==> config.mk <==
export PLATFORM = sky130hd
export DESIGN_NAME = adder_bist
export DESIGN_NICKNAME = d
export VERILOG_FILES = /design/src/rtl/adder_bist_pkg.sv /design/src/rtl/adder_bist_ripple_adder.sv /design/src/rtl/adder_bist.sv
export SDC_FILE = /design/constraint.sdc
export NUM_CORES = 1
export LEC_CHECK = 0
export CAP_MARGIN = 20
export CORE_ASPECT_RATIO = 0.9
export CORE_UTILIZATION = 48
export DETAILED_ROUTE_END_ITERATION = 6
export PLACE_DENSITY = 0.68
export SYNTH_ARGS = -nofsm -noshare
export SYNTH_HDL_FRONTEND = slang
export SYNTH_SLANG_ARGS = --single-unit
==> constraint.sdc <==
create_clock -name clk -period 2.3 [get_ports clk]
set_input_delay 0.23 -clock clk [delete_from_list [all_inputs] [get_ports clk]]
set_output_delay 0.23 -clock clk [all_outputs]
set_load 0.02 [all_outputs]
==> src/rtl/adder_bist_pkg.sv <==
// Shared types and constants for the adder built-in self-test engine.
package adder_bist_pkg;

  typedef enum logic [1:0] {
    ST_IDLE  = 2'd0,
    ST_RUN   = 2'd1,
    ST_DRAIN = 2'd2,
    ST_DONE  = 2'd3
  } bist_state_t;

  localparam logic MODE_EXH  = 1'b0;
  localparam logic MODE_RAND = 1'b1;

  // Galois right-shift feedback mask: bit (t-1) set for each tap t of a
  // primitive polynomial of degree v. Unsupported widths return 0.
  function automatic logic [31:0] lfsr_taps(input int v);
    logic [31:0] m;
    case (v)
      32'sd5:  m = 32'h0000_0014;
      32'sd6:  m = 32'h0000_0030;
      32'sd7:  m = 32'h0000_0060;
      32'sd8:  m = 32'h0000_00B8;
      32'sd9:  m = 32'h0000_0110;
      32'sd10: m = 32'h0000_0240;
      32'sd11: m = 32'h0000_0500;
      32'sd12: m = 32'h0000_0829;
      32'sd13: m = 32'h0000_100D;
      32'sd14: m = 32'h0000_2015;
      32'sd15: m = 32'h0000_6000;
      32'sd16: m = 32'h0000_D008;
      32'sd17: m = 32'h0001_2000;
      default: m = 32'h0000_0000;
    endcase
    return m;
  endfunction

endpackage

==> src/rtl/adder_bist_ripple_adder.sv <==
// Ripple-carry adder under test, built from full-adder cells, with an
// injectable stuck-at-0 fault on the final carry out.
module fulladder (
  input  logic a,
  input  logic b,
  input  logic ci,
  output logic s,
  output logic co
);
  assign s  = a ^ b ^ ci;
  assign co = (a & b) | (ci & (a ^ b));
endmodule

module ripple_adder #(
  parameter int WIDTH = 4
) (
  input  logic [WIDTH-1:0] a,
  input  logic [WIDTH-1:0] b,
  input  logic             cin,
  input  logic             stuck_cout,
  output logic [WIDTH-1:0] s,
  output logic             cout
);
  logic [WIDTH:0] carry;

  assign carry[0] = cin;

  for (genvar i = 0; i < WIDTH; i++) begin : g_bit
    fulladder u_fa (
      .a  (a[i]),
      .b  (b[i]),
      .ci (carry[i]),
      .s  (s[i]),
      .co (carry[i+1])
    );
  end

  assign cout = stuck_cout ? 1'b0 : carry[WIDTH];
endmodule

==> src/rtl/adder_bist.sv <==
// BIST engine: generates exhaustive or LFSR vectors for a ripple adder,
// compares against a golden sum two stages later, counts mismatches and
// captures the first failing vector.
module adder_bist
  import adder_bist_pkg::*;
#(
  parameter int WIDTH    = 4,
  parameter int NUM_RAND = 1000,
  parameter int SEED     = 1,
  parameter int ERR_W    = 16
) (
  input  logic               clk,
  input  logic               reset,
  input  logic               start,
  input  logic               mode,
  input  logic               fault_en,
  output logic               busy,
  output logic               done,
  output logic               pass,
  output logic [ERR_W-1:0]   err_count,
  output logic [2*WIDTH+1:0] vec_count,
  output logic [2*WIDTH:0]   first_fail
);

  localparam int V = 2 * WIDTH + 1;
  localparam logic [V-1:0]     SEED_V    = V'(SEED);
  localparam logic [V-1:0]     SEED_EFF  = (SEED_V == {V{1'b0}}) ? {{(V-1){1'b0}}, 1'b1} : SEED_V;
  localparam logic [V-1:0]     TAPS      = V'(lfsr_taps(V));
  localparam logic [31:0]      EXH_LAST  = (32'd1 << V) - 32'd1;
  localparam logic [31:0]      RAND_LAST = 32'(NUM_RAND) - 32'd1;
  localparam logic [ERR_W-1:0] ERR_MAX   = {ERR_W{1'b1}};

  bist_state_t state_r, state_nx;

  logic [V-1:0]     vec_r, vec_nx_s;
  logic [31:0]      idx_r, last_idx_s;
  logic             mode_r, fault_r, drain_r;
  logic             accept_s, last_s;

  logic [WIDTH-1:0] a_s, b_s, sum_s;
  logic             cin_s, cout_s;
  logic [WIDTH:0]   gold_s;

  logic             p1_valid_r;
  logic [V-1:0]     p1_vec_r;
  logic [WIDTH:0]   p1_dut_r, p1_gold_r;
  logic             mismatch_s;

  logic             busy_nx, done_nx;
  logic             busy_r, done_r, pass_r;
  logic [ERR_W-1:0] err_count_r;
  logic [V:0]       vec_count_r;
  logic [V-1:0]     first_fail_r;

  // Operand split of the current vector and the golden reference sum.
  always_comb begin
    a_s    = vec_r[V-1 -: WIDTH];
    b_s    = vec_r[WIDTH:1];
    cin_s  = vec_r[0];
    gold_s = {1'b0, a_s} + {1'b0, b_s} + {{WIDTH{1'b0}}, cin_s};
  end

  ripple_adder #(.WIDTH(WIDTH)) u_dut (
    .a          (a_s),
    .b          (b_s),
    .cin        (cin_s),
    .stuck_cout (fault_r),
    .s          (sum_s),
    .cout       (cout_s)
  );

  // Start acceptance, last-vector detection and next generator value.
  always_comb begin
    accept_s   = start && ((state_r == ST_IDLE) || (state_r == ST_DONE));
    last_idx_s = (mode_r == MODE_RAND) ? RAND_LAST : EXH_LAST;
    last_s     = (state_r == ST_RUN) && (idx_r == last_idx_s);
    if (mode_r == MODE_RAND) begin
      vec_nx_s = {1'b0, vec_r[V-1:1]} ^ (vec_r[0] ? TAPS : {V{1'b0}});
    end else begin
      vec_nx_s = vec_r + V'(1'b1);
    end
  end

  // FSM state register.
  always_ff @(posedge clk or negedge reset) begin
    if (!reset) begin
      state_r <= ST_IDLE;
    end else begin
      state_r <= state_nx;
    end
  end

  // FSM next-state logic; DRAIN covers the two pipeline stages.
  always_comb begin
    state_nx = state_r;
    case (state_r)
      ST_IDLE:  if (start)   state_nx = ST_RUN;   else state_nx = ST_IDLE;
      ST_RUN:   if (last_s)  state_nx = ST_DRAIN; else state_nx = ST_RUN;
      ST_DRAIN: if (drain_r) state_nx = ST_DONE;  else state_nx = ST_DRAIN;
      ST_DONE:  if (start)   state_nx = ST_RUN;   else state_nx = ST_DONE;
      default:  state_nx = ST_IDLE;
    endcase
  end

  // FSM output decode from the next state, so registered flags track the state.
  always_comb begin
    busy_nx = (state_nx == ST_RUN) || (state_nx == ST_DRAIN);
    done_nx = (state_nx == ST_DONE);
  end

  // Registered status flags; counters are already final when DONE is entered.
  always_ff @(posedge clk or negedge reset) begin
    if (!reset) begin
      busy_r <= 1'b0;
      done_r <= 1'b0;
      pass_r <= 1'b0;
    end else begin
      busy_r <= busy_nx;
      done_r <= done_nx;
      pass_r <= done_nx && (err_count_r == {ERR_W{1'b0}});
    end
  end

  // Vector generator, issue counter, latched run configuration and drain timer.
  always_ff @(posedge clk or negedge reset) begin
    if (!reset) begin
      vec_r   <= {V{1'b0}};
      idx_r   <= 32'd0;
      mode_r  <= 1'b0;
      fault_r <= 1'b0;
      drain_r <= 1'b0;
    end else if (accept_s) begin
      vec_r   <= (mode == MODE_RAND) ? SEED_EFF : {V{1'b0}};
      idx_r   <= 32'd0;
      mode_r  <= mode;
      fault_r <= fault_en;
      drain_r <= 1'b0;
    end else if (state_r == ST_RUN) begin
      vec_r   <= vec_nx_s;
      idx_r   <= idx_r + 32'd1;
      drain_r <= 1'b0;
    end else if (state_r == ST_DRAIN) begin
      drain_r <= 1'b1;
    end else begin
      drain_r <= drain_r;
    end
  end

  // Stage 1: capture adder output, golden sum and the vector that produced them.
  always_ff @(posedge clk or negedge reset) begin
    if (!reset) begin
      p1_valid_r <= 1'b0;
      p1_vec_r   <= {V{1'b0}};
      p1_dut_r   <= {(WIDTH+1){1'b0}};
      p1_gold_r  <= {(WIDTH+1){1'b0}};
    end else if (accept_s) begin
      p1_valid_r <= 1'b0;
      p1_vec_r   <= {V{1'b0}};
      p1_dut_r   <= {(WIDTH+1){1'b0}};
      p1_gold_r  <= {(WIDTH+1){1'b0}};
    end else begin
      p1_valid_r <= (state_r == ST_RUN);
      p1_vec_r   <= vec_r;
      p1_dut_r   <= {cout_s, sum_s};
      p1_gold_r  <= gold_s;
    end
  end

  assign mismatch_s = (p1_dut_r != p1_gold_r);

  // Stage 2: compare, count vectors and (saturating) errors, keep first failure.
  always_ff @(posedge clk or negedge reset) begin
    if (!reset) begin
      err_count_r  <= {ERR_W{1'b0}};
      vec_count_r  <= {(V+1){1'b0}};
      first_fail_r <= {V{1'b0}};
    end else if (accept_s) begin
      err_count_r  <= {ERR_W{1'b0}};
      vec_count_r  <= {(V+1){1'b0}};
      first_fail_r <= {V{1'b0}};
    end else if (p1_valid_r) begin
      vec_count_r <= vec_count_r + (V+1)'(1'b1);
      if (mismatch_s && (err_count_r != ERR_MAX)) begin
        err_count_r <= err_count_r + ERR_W'(1'b1);
      end else begin
        err_count_r <= err_count_r;
      end
      if (mismatch_s && (err_count_r == {ERR_W{1'b0}})) begin
        first_fail_r <= p1_vec_r;
      end else begin
        first_fail_r <= first_fail_r;
      end
    end else begin
      err_count_r  <= err_count_r;
      vec_count_r  <= vec_count_r;
      first_fail_r <= first_fail_r;
    end
  end

  assign busy       = busy_r;
  assign done       = done_r;
  assign pass       = pass_r;
  assign err_count  = err_count_r;
  assign vec_count  = vec_count_r;
  assign first_fail = first_fail_r;

endmodule
==> impl_metrics.yaml, run 1 <==
run_status:
  status: "complete, no violations"
synthesis:
  synth_seq_cells: 98
  synthesis.nets: 514
  syn_inst: 494
  async_flop_share: 1.00
  synth_area_um2: 4870
  synth_edf_count: 0
  synth-seq-area-share: 0.503
  syn_area_per_cell_um2: 9.87
  ys_warn_count: 0
  synth_ff_type: "dfrtp_1"
  synth.distinct_cells: 49
finish:
  post-route-util: 0.596
  area_growth_pct: 19.7
  nets: 565
  antenna_cells: 0
  stdcell_count: 676
  drive_above_1_share: 0.0800
critical_path:
  cp-end-kind: "flop"
  cp.required_ns: 2.57
  crit_type: "reg2reg"
  cp-start-kind: "flop"
  critPathArrivalTime_ns: 2.35
  cp_max_fo: 8
pwr:
  power_mw: 6.01
  leakagePower_nw: 2.63
  p_per_area_nw_per_um2: 1030
  vdd_drop_max_mv: 0.557
timing:
  worst_pin_slew_ns: 0.639
  max_freq_mhz: 479
  drv_slew: 0
  fin_hold_ws_ns: 0.433
  slew-limit-headroom: 0.572
  finalCriticalPeriod_ns: 2.09
  finalCritPeriodShare: 0.907
  finalSetupTns_ns: 0
  rsz0062_at_grt: "no"
  hold_viol: 0
  finClkSkew_ns: 0.00826
  setup_viol: 0
place:
  placed_cells: 659
  gp_congestion: 0.857
  hpwl_mm: 7.18
  portBuffers: 42
floorplan:
  dieArea_um2: 10600
  start_util: 0.498
  boundaryPins: 43
  coreArea_um2: 9780
  fp.dieW_um: 108
  core.rowCount: 34
  dieHeight_um: 97.6
clocking:
  cts_setup_buffers: 0
  cts_buffers: 9
  cts_root_buffer: "clkbuf_16"
  cts.sinks: 98
  cts_tree: "done"
  clk_latency_ns: 0.34
  clk_path_buf_depth: 2
  clk_pin_slew_worst_paths_ns: 0.07
  htree_levels: 3
min_path:
  hold_path.class: "in2async"
global_route:
  grt_use_total: 0.211
  overflow: 0
  grt_pass1_vias: 3626
  grt_max_degree: 52
  antenna_found_initial: 0
  grt_pass1_wl_mm: 17.4
drt:
  detail-route-antenna-nets: 0
  wl_per_cell_um: 15.1
  routed-via-count: 3743
  wl_mm: 10.2
  drt_iter0_markers: 169
  firstDrtPassIters: 4
  drcViolationCount: 0
  vias_per_cell: 5.54
flow_run:
  cap_violations: 0
layout make-up:
type	count	area [µm²]
fillers	834	3950
flip-flops and latches	98	2450
multi-input cells	362	2300
repair buffers	59	561
clock buffers	10	239
well taps	126	158
clock inverters	6	65.1
inverters	15	56.3
path summary, 6_finish.rpt:
check / from / endpoint / slack [ns] / cells after the start
setup / recovery: vec_r[5] / p1_dut_r[3] / 0.21 / 6
hold / removal: reset / err_count[7] / 0.43 / 2
setup reg to reg: vec_r[5] / p1_dut_r[3] / 0.21 / 6
hold reg to reg: fault_r / p1_dut_r[4] / 0.44 / 1
max in group asynchronous: reset / first_fail[6] / 1.22 / 3
min in group clk: fault_r / p1_dut_r[4] / 0.44 / 1
cells by family (layout without fill, tap and decap cells):
kind of cell | count (synthesis) | after routing | synth area share
XOR/XNOR | 53 | 53 | 0.0952
AND/OR/NAND/NOR | 228 | 228 | 0.236
AO/OA/AOI/OAI | 51 | 51 | 0.0683
buffers and inverters | 34 | 90 | 0.0264
flip-flops | 98 | 98 | 0.503
multiplexers | 15 | 15 | 0.0308
adder cells (fa/ha/maj) | 15 | 15 | 0.0400
where the power goes:
part | switching [mW] | leakage (nW) | internal [mW] | total [mW]
combinational | 1.18 | 1.16 | 0.896 | 2.07
clock | 0.644 | 0.149 | 0.875 | 1.52
sequential | 0.339 | 1.32 | 2.08 | 2.42
total | 2.16 | 2.63 | 3.85 | 6.01
synthesized netlist by cell type, types with 12 or more instances:
cell      instances  area (µm²)
dfrtp_1          98        2450
nor2_1           86         323
xor2_1           37         324
nand2_1          33         124
nand3_1          24         120
nand4_1          18         113
clkbuf_1         17        63.8
xnor2_1          16         140
mux2i_1          15         150
nor4_1           15        93.8
ha_1             14         175
inv_1            14        52.6
a21oi_1          13        65.1
o21ai_0          12        60.1
critical path, cell delays in order, from the launching register on:
cell     delay [ns]
dfrtp_1        0.47
ha_1           0.33
a21o_1         0.18
a21o_1         0.17
a21oi_1        0.29
fa_1           0.47
nor2_1         0.11
metrics by stage:
stage                     area, µm²  worst slack (ns)
after floorplan                4870             0.363
after global routing           5840            0.0224
after CTS                      5830             0.198
after global placement         5520             0.270
after detailed placement       5520             0.219
final                          5840             0.214
registers in the layout (all words and copies together), names as in the netlist, 2 cells and up:
name / cells
err_count: 16
first_fail: 9
idx_r: 32
p1_dut_r: 2
p1_gold_r: 2
p1_vec_r: 9
state_r: 2
vec_count: 10
vec_r: 9
placed cells by master (no fill, tap or decap), drive strengths merged, types with 15 or more instances in the layout:
cell type / count
buf: 17
clkdlybuf4s50: 41
dfrtp: 98
inv: 15
mux2i: 15
nand2: 33
nand3: 25
nand4: 19
nor2: 87
nor4: 16
xnor2: 16
xor2: 37
what timing repair did:
item / CTS / global route
hold buffers: 1 / 0
resized for setup: 0 / 1
endpoints found under the setup margin: 0 / 2
endpoints found under the hold margin: 45 / 0
routing by layer:
metal | GRT usage | vias to the layer above | wire (µm)
met4 | 0.0980 | 0 | 182
li1 | - | 1815 | -
met5 | 0 | - | 0
met2 | 0.324 | 90 | 4720
met3 | 0.0309 | 14 | 412
met1 | 0.293 | 1824 | 4860
Power figures use the tool's default switching activity.
==> run 2: changes to the inputs <==
--- a/config.mk
+++ b/config.mk
@@ -7,9 +7,10 @@
 export LEC_CHECK = 0
 export CAP_MARGIN = 20
 export CORE_ASPECT_RATIO = 0.9
+export CORE_MARGIN = 2
 export CORE_UTILIZATION = 48
 export DETAILED_ROUTE_END_ITERATION = 6
-export PLACE_DENSITY = 0.68
+export PLACE_DENSITY = 0.78
 export SYNTH_ARGS = -nofsm -noshare
 export SYNTH_HDL_FRONTEND = slang
 export SYNTH_SLANG_ARGS = --single-unit
==> run 2 against run 1 <==
Effect of this change: sequential power about the same; utilization down 0.13 points; die area rose by 3.9%; routed wire length is 3.6% lower; count of clock-buffer cells in the layout increased by 2; cell area fell by 0.21%; via count shrank 1.5%; final cell count fell by 0.74%; critical endpoint is now pass; largest power group unchanged; highest routed layer unchanged.
==> impl_metrics.yaml, run 2 (same netlist as run 1, synthesis figures left out) <==
run_status:
  status: "complete, no violations"
clocking:
  htree_levels: 3
  cts_buffers: 9
  cts_setup_buffers: 0
  cts_tree: "done"
  clk_latency_ns: 0.34
  clk_path_buf_depth: 2
  clk_pin_slew_worst_paths_ns: 0.07
  cts_root_buffer: "clkbuf_16"
  cts.sinks: 98
global_route:
  antenna_found_initial: 0
  grt_use_total: 0.196
  grt_max_degree: 43
  overflow: 0
  grt_pass1_wl_mm: 17.1
  grt_pass1_vias: 3671
timing:
  max_freq_mhz: 465
  postLayoutSetupSlackWorst_ns: 0.151
  drv_slew: 0
  finalCriticalPeriod_ns: 2.15
  hold_viol: 0
  fin_hold_ws_ns: 0.408
  slew-limit-headroom: 0.600
  finClkSkew_ns: 0.00857
  worst_pin_slew_ns: 0.596
  rsz0062_at_grt: "no"
  finalCritPeriodShare: 0.934
  setup_viol: 0
  finalSetupTns_ns: 0
floorplan:
  core.rowCount: 34
  dieArea_um2: 11000
  fp.dieW_um: 110
  dieHeight_um: 99.6
  boundaryPins: 43
  start_util: 0.498
  coreArea_um2: 9780
drt:
  drt_iter0_markers: 267
  routed-via-count: 3685
  wl_mm: 9.81
  drcViolationCount: 0
  firstDrtPassIters: 4
  wl_per_cell_um: 14.6
  detail-route-antenna-nets: 0
  vias_per_cell: 5.49
pwr:
  power.switching_mw: 2.13
  leakagePower_nw: 2.61
  pwr-share-comb: 0.350
  switching_share: 0.361
  internal_power_mw: 3.77
  vdd_drop_max_mv: 0.463
  power_mw: 5.90
  clkPwrFrac: 0.239
  pwr-share-seq: 0.412
  p_per_area_nw_per_um2: 1010
finish:
  area_growth_pct: 19.5
  mostFrequentLayoutCells: "98 x dfrtp_1, 85 x nor2_1, 41 x clkdlybuf4s50_1, 37 x xor2_1, 33 x nand2_1"
  antenna_cells: 0
  final_common_cell: "dfrtp_1"
  drive_above_1_share: 0.0697
  nets: 561
  multi_input_area_um2: 2310
  top_register: "idx_r"
  fill_cells: 800
  largest_register_ffs: 32
  seq_area_um2: 2450
critical_path:
  cp.required_ns: 2.57
  cp_max_fo: 5
  cp-end-kind: "flop"
  critPathArrivalTime_ns: 2.42
  crit_type: "reg2reg"
  cp-start-kind: "flop"
min_path:
  hold_path.class: "in2async"
place:
  hpwl_mm: 6.90
  post-place-ws_ns: 0.210
  gp_congestion: 0.898
  portBuffers: 42
flow_run:
  cap_violations: 0
run 2: changes by cell type in the layout (fill, tap and decap cells not counted):
cell,change
buf_4,-7
buf_12,+3
clkinv_2,-2
inv_6,-1
a21oi_2,-1
clkbuf_8,+1
clkbuf_1,+1
a21oi_1,+1
nor4_1,-1
bufinv_16,-1
nor4_2,+1
clkinv_4,+1
run 2: critical path: stages (launching register included):
cell and delay [ns]:
dfrtp_1 0.42, nor4_1 0.34, nand4_1 0.20, or4_1 0.53, a21oi_1 0.25, ha_1 0.21
inv_1 0.04, nor2_1 0.08
run 2: final cells by class:
| cell class | instances | share of cell area |
|---|---|---|
| Clock inverter | 3 | 0.00430 |
| Sequential cell | 98 | 0.421 |
| Clock buffer | 12 | 0.0440 |
| Tap cell | 126 | 0.0271 |
| Inverter | 15 | 0.00967 |
| Timing Repair Buffer | 55 | 0.0976 |
| Multi-Input combinational cell | 362 | 0.396 |
run 2: path summary, 6_finish.rpt:
check	start	endpoint	slack, ns	depth (start not counted)
max	idx_r[27]	pass	0.15	7
min	reset	err_count[8]	0.41	2
max reg2reg	idx_r[27]	pass	0.15	7
min reg2reg	fault_r	p1_dut_r[4]	0.41	1
max in group asynchronous	reset	idx_r[14]	1.18	3
min in group clk	fault_r	p1_dut_r[4]	0.41	1
run 2: per-layer routing:
layer	wire length, µm	share of wire	track usage
met3	420	0.043	0.0413
met5	0	0	0
met4	144	0.015	0.0615
met1	4560	0.46	0.266
met2	4690	0.48	0.316
run 2: power groups by stage:
| stage | registers, mW | clock network [mW] | logic (mW) |
|---|---|---|---|
| detailed placement | 2.45 | 0 | 2.05 |
| global route | 2.48 | 1.51 | 2.30 |
| finish | 2.43 | 1.41 | 2.06 |
| CTS | 2.43 | 1.44 | 2.07 |
| global placement | 2.43 | 0 | 1.98 |
| floorplan | 2.50 | 0 | 1.21 |
run 2: what timing repair did:
item                                    in CTS  in global routing
endpoints found under the hold margin       40                  0
endpoints found under the setup margin       0                  2
resized for setup                            0                  1
hold buffers                                 1                  0
run 2: stage by stage:
stage / utilization / cells / cell area (µm²)
2_1_floorplan: - / 494 / 4870
3_3_place_gp: 0.565 / 655 / 5530
3_5_place_dp: 0.565 / 655 / 5530
4_1_cts: 0.595 / 671 / 5820
5_1_grt: 0.595 / 671 / 5820
6_report: 0.595 / 671 / 5820
==> run 3: changes to the inputs <==
--- a/config.mk
+++ b/config.mk
@@ -10,6 +10,7 @@
 export CORE_MARGIN = 2
 export CORE_UTILIZATION = 48
 export DETAILED_ROUTE_END_ITERATION = 6
+export GPL_ROUTABILITY_DRIVEN = 0
 export PLACE_DENSITY = 0.78
 export SYNTH_ARGS = -nofsm -noshare
 export SYNTH_HDL_FRONTEND = slang
==> results of run 3 <==
No change in the layout: final DEF, timing and power equal those of run 2.
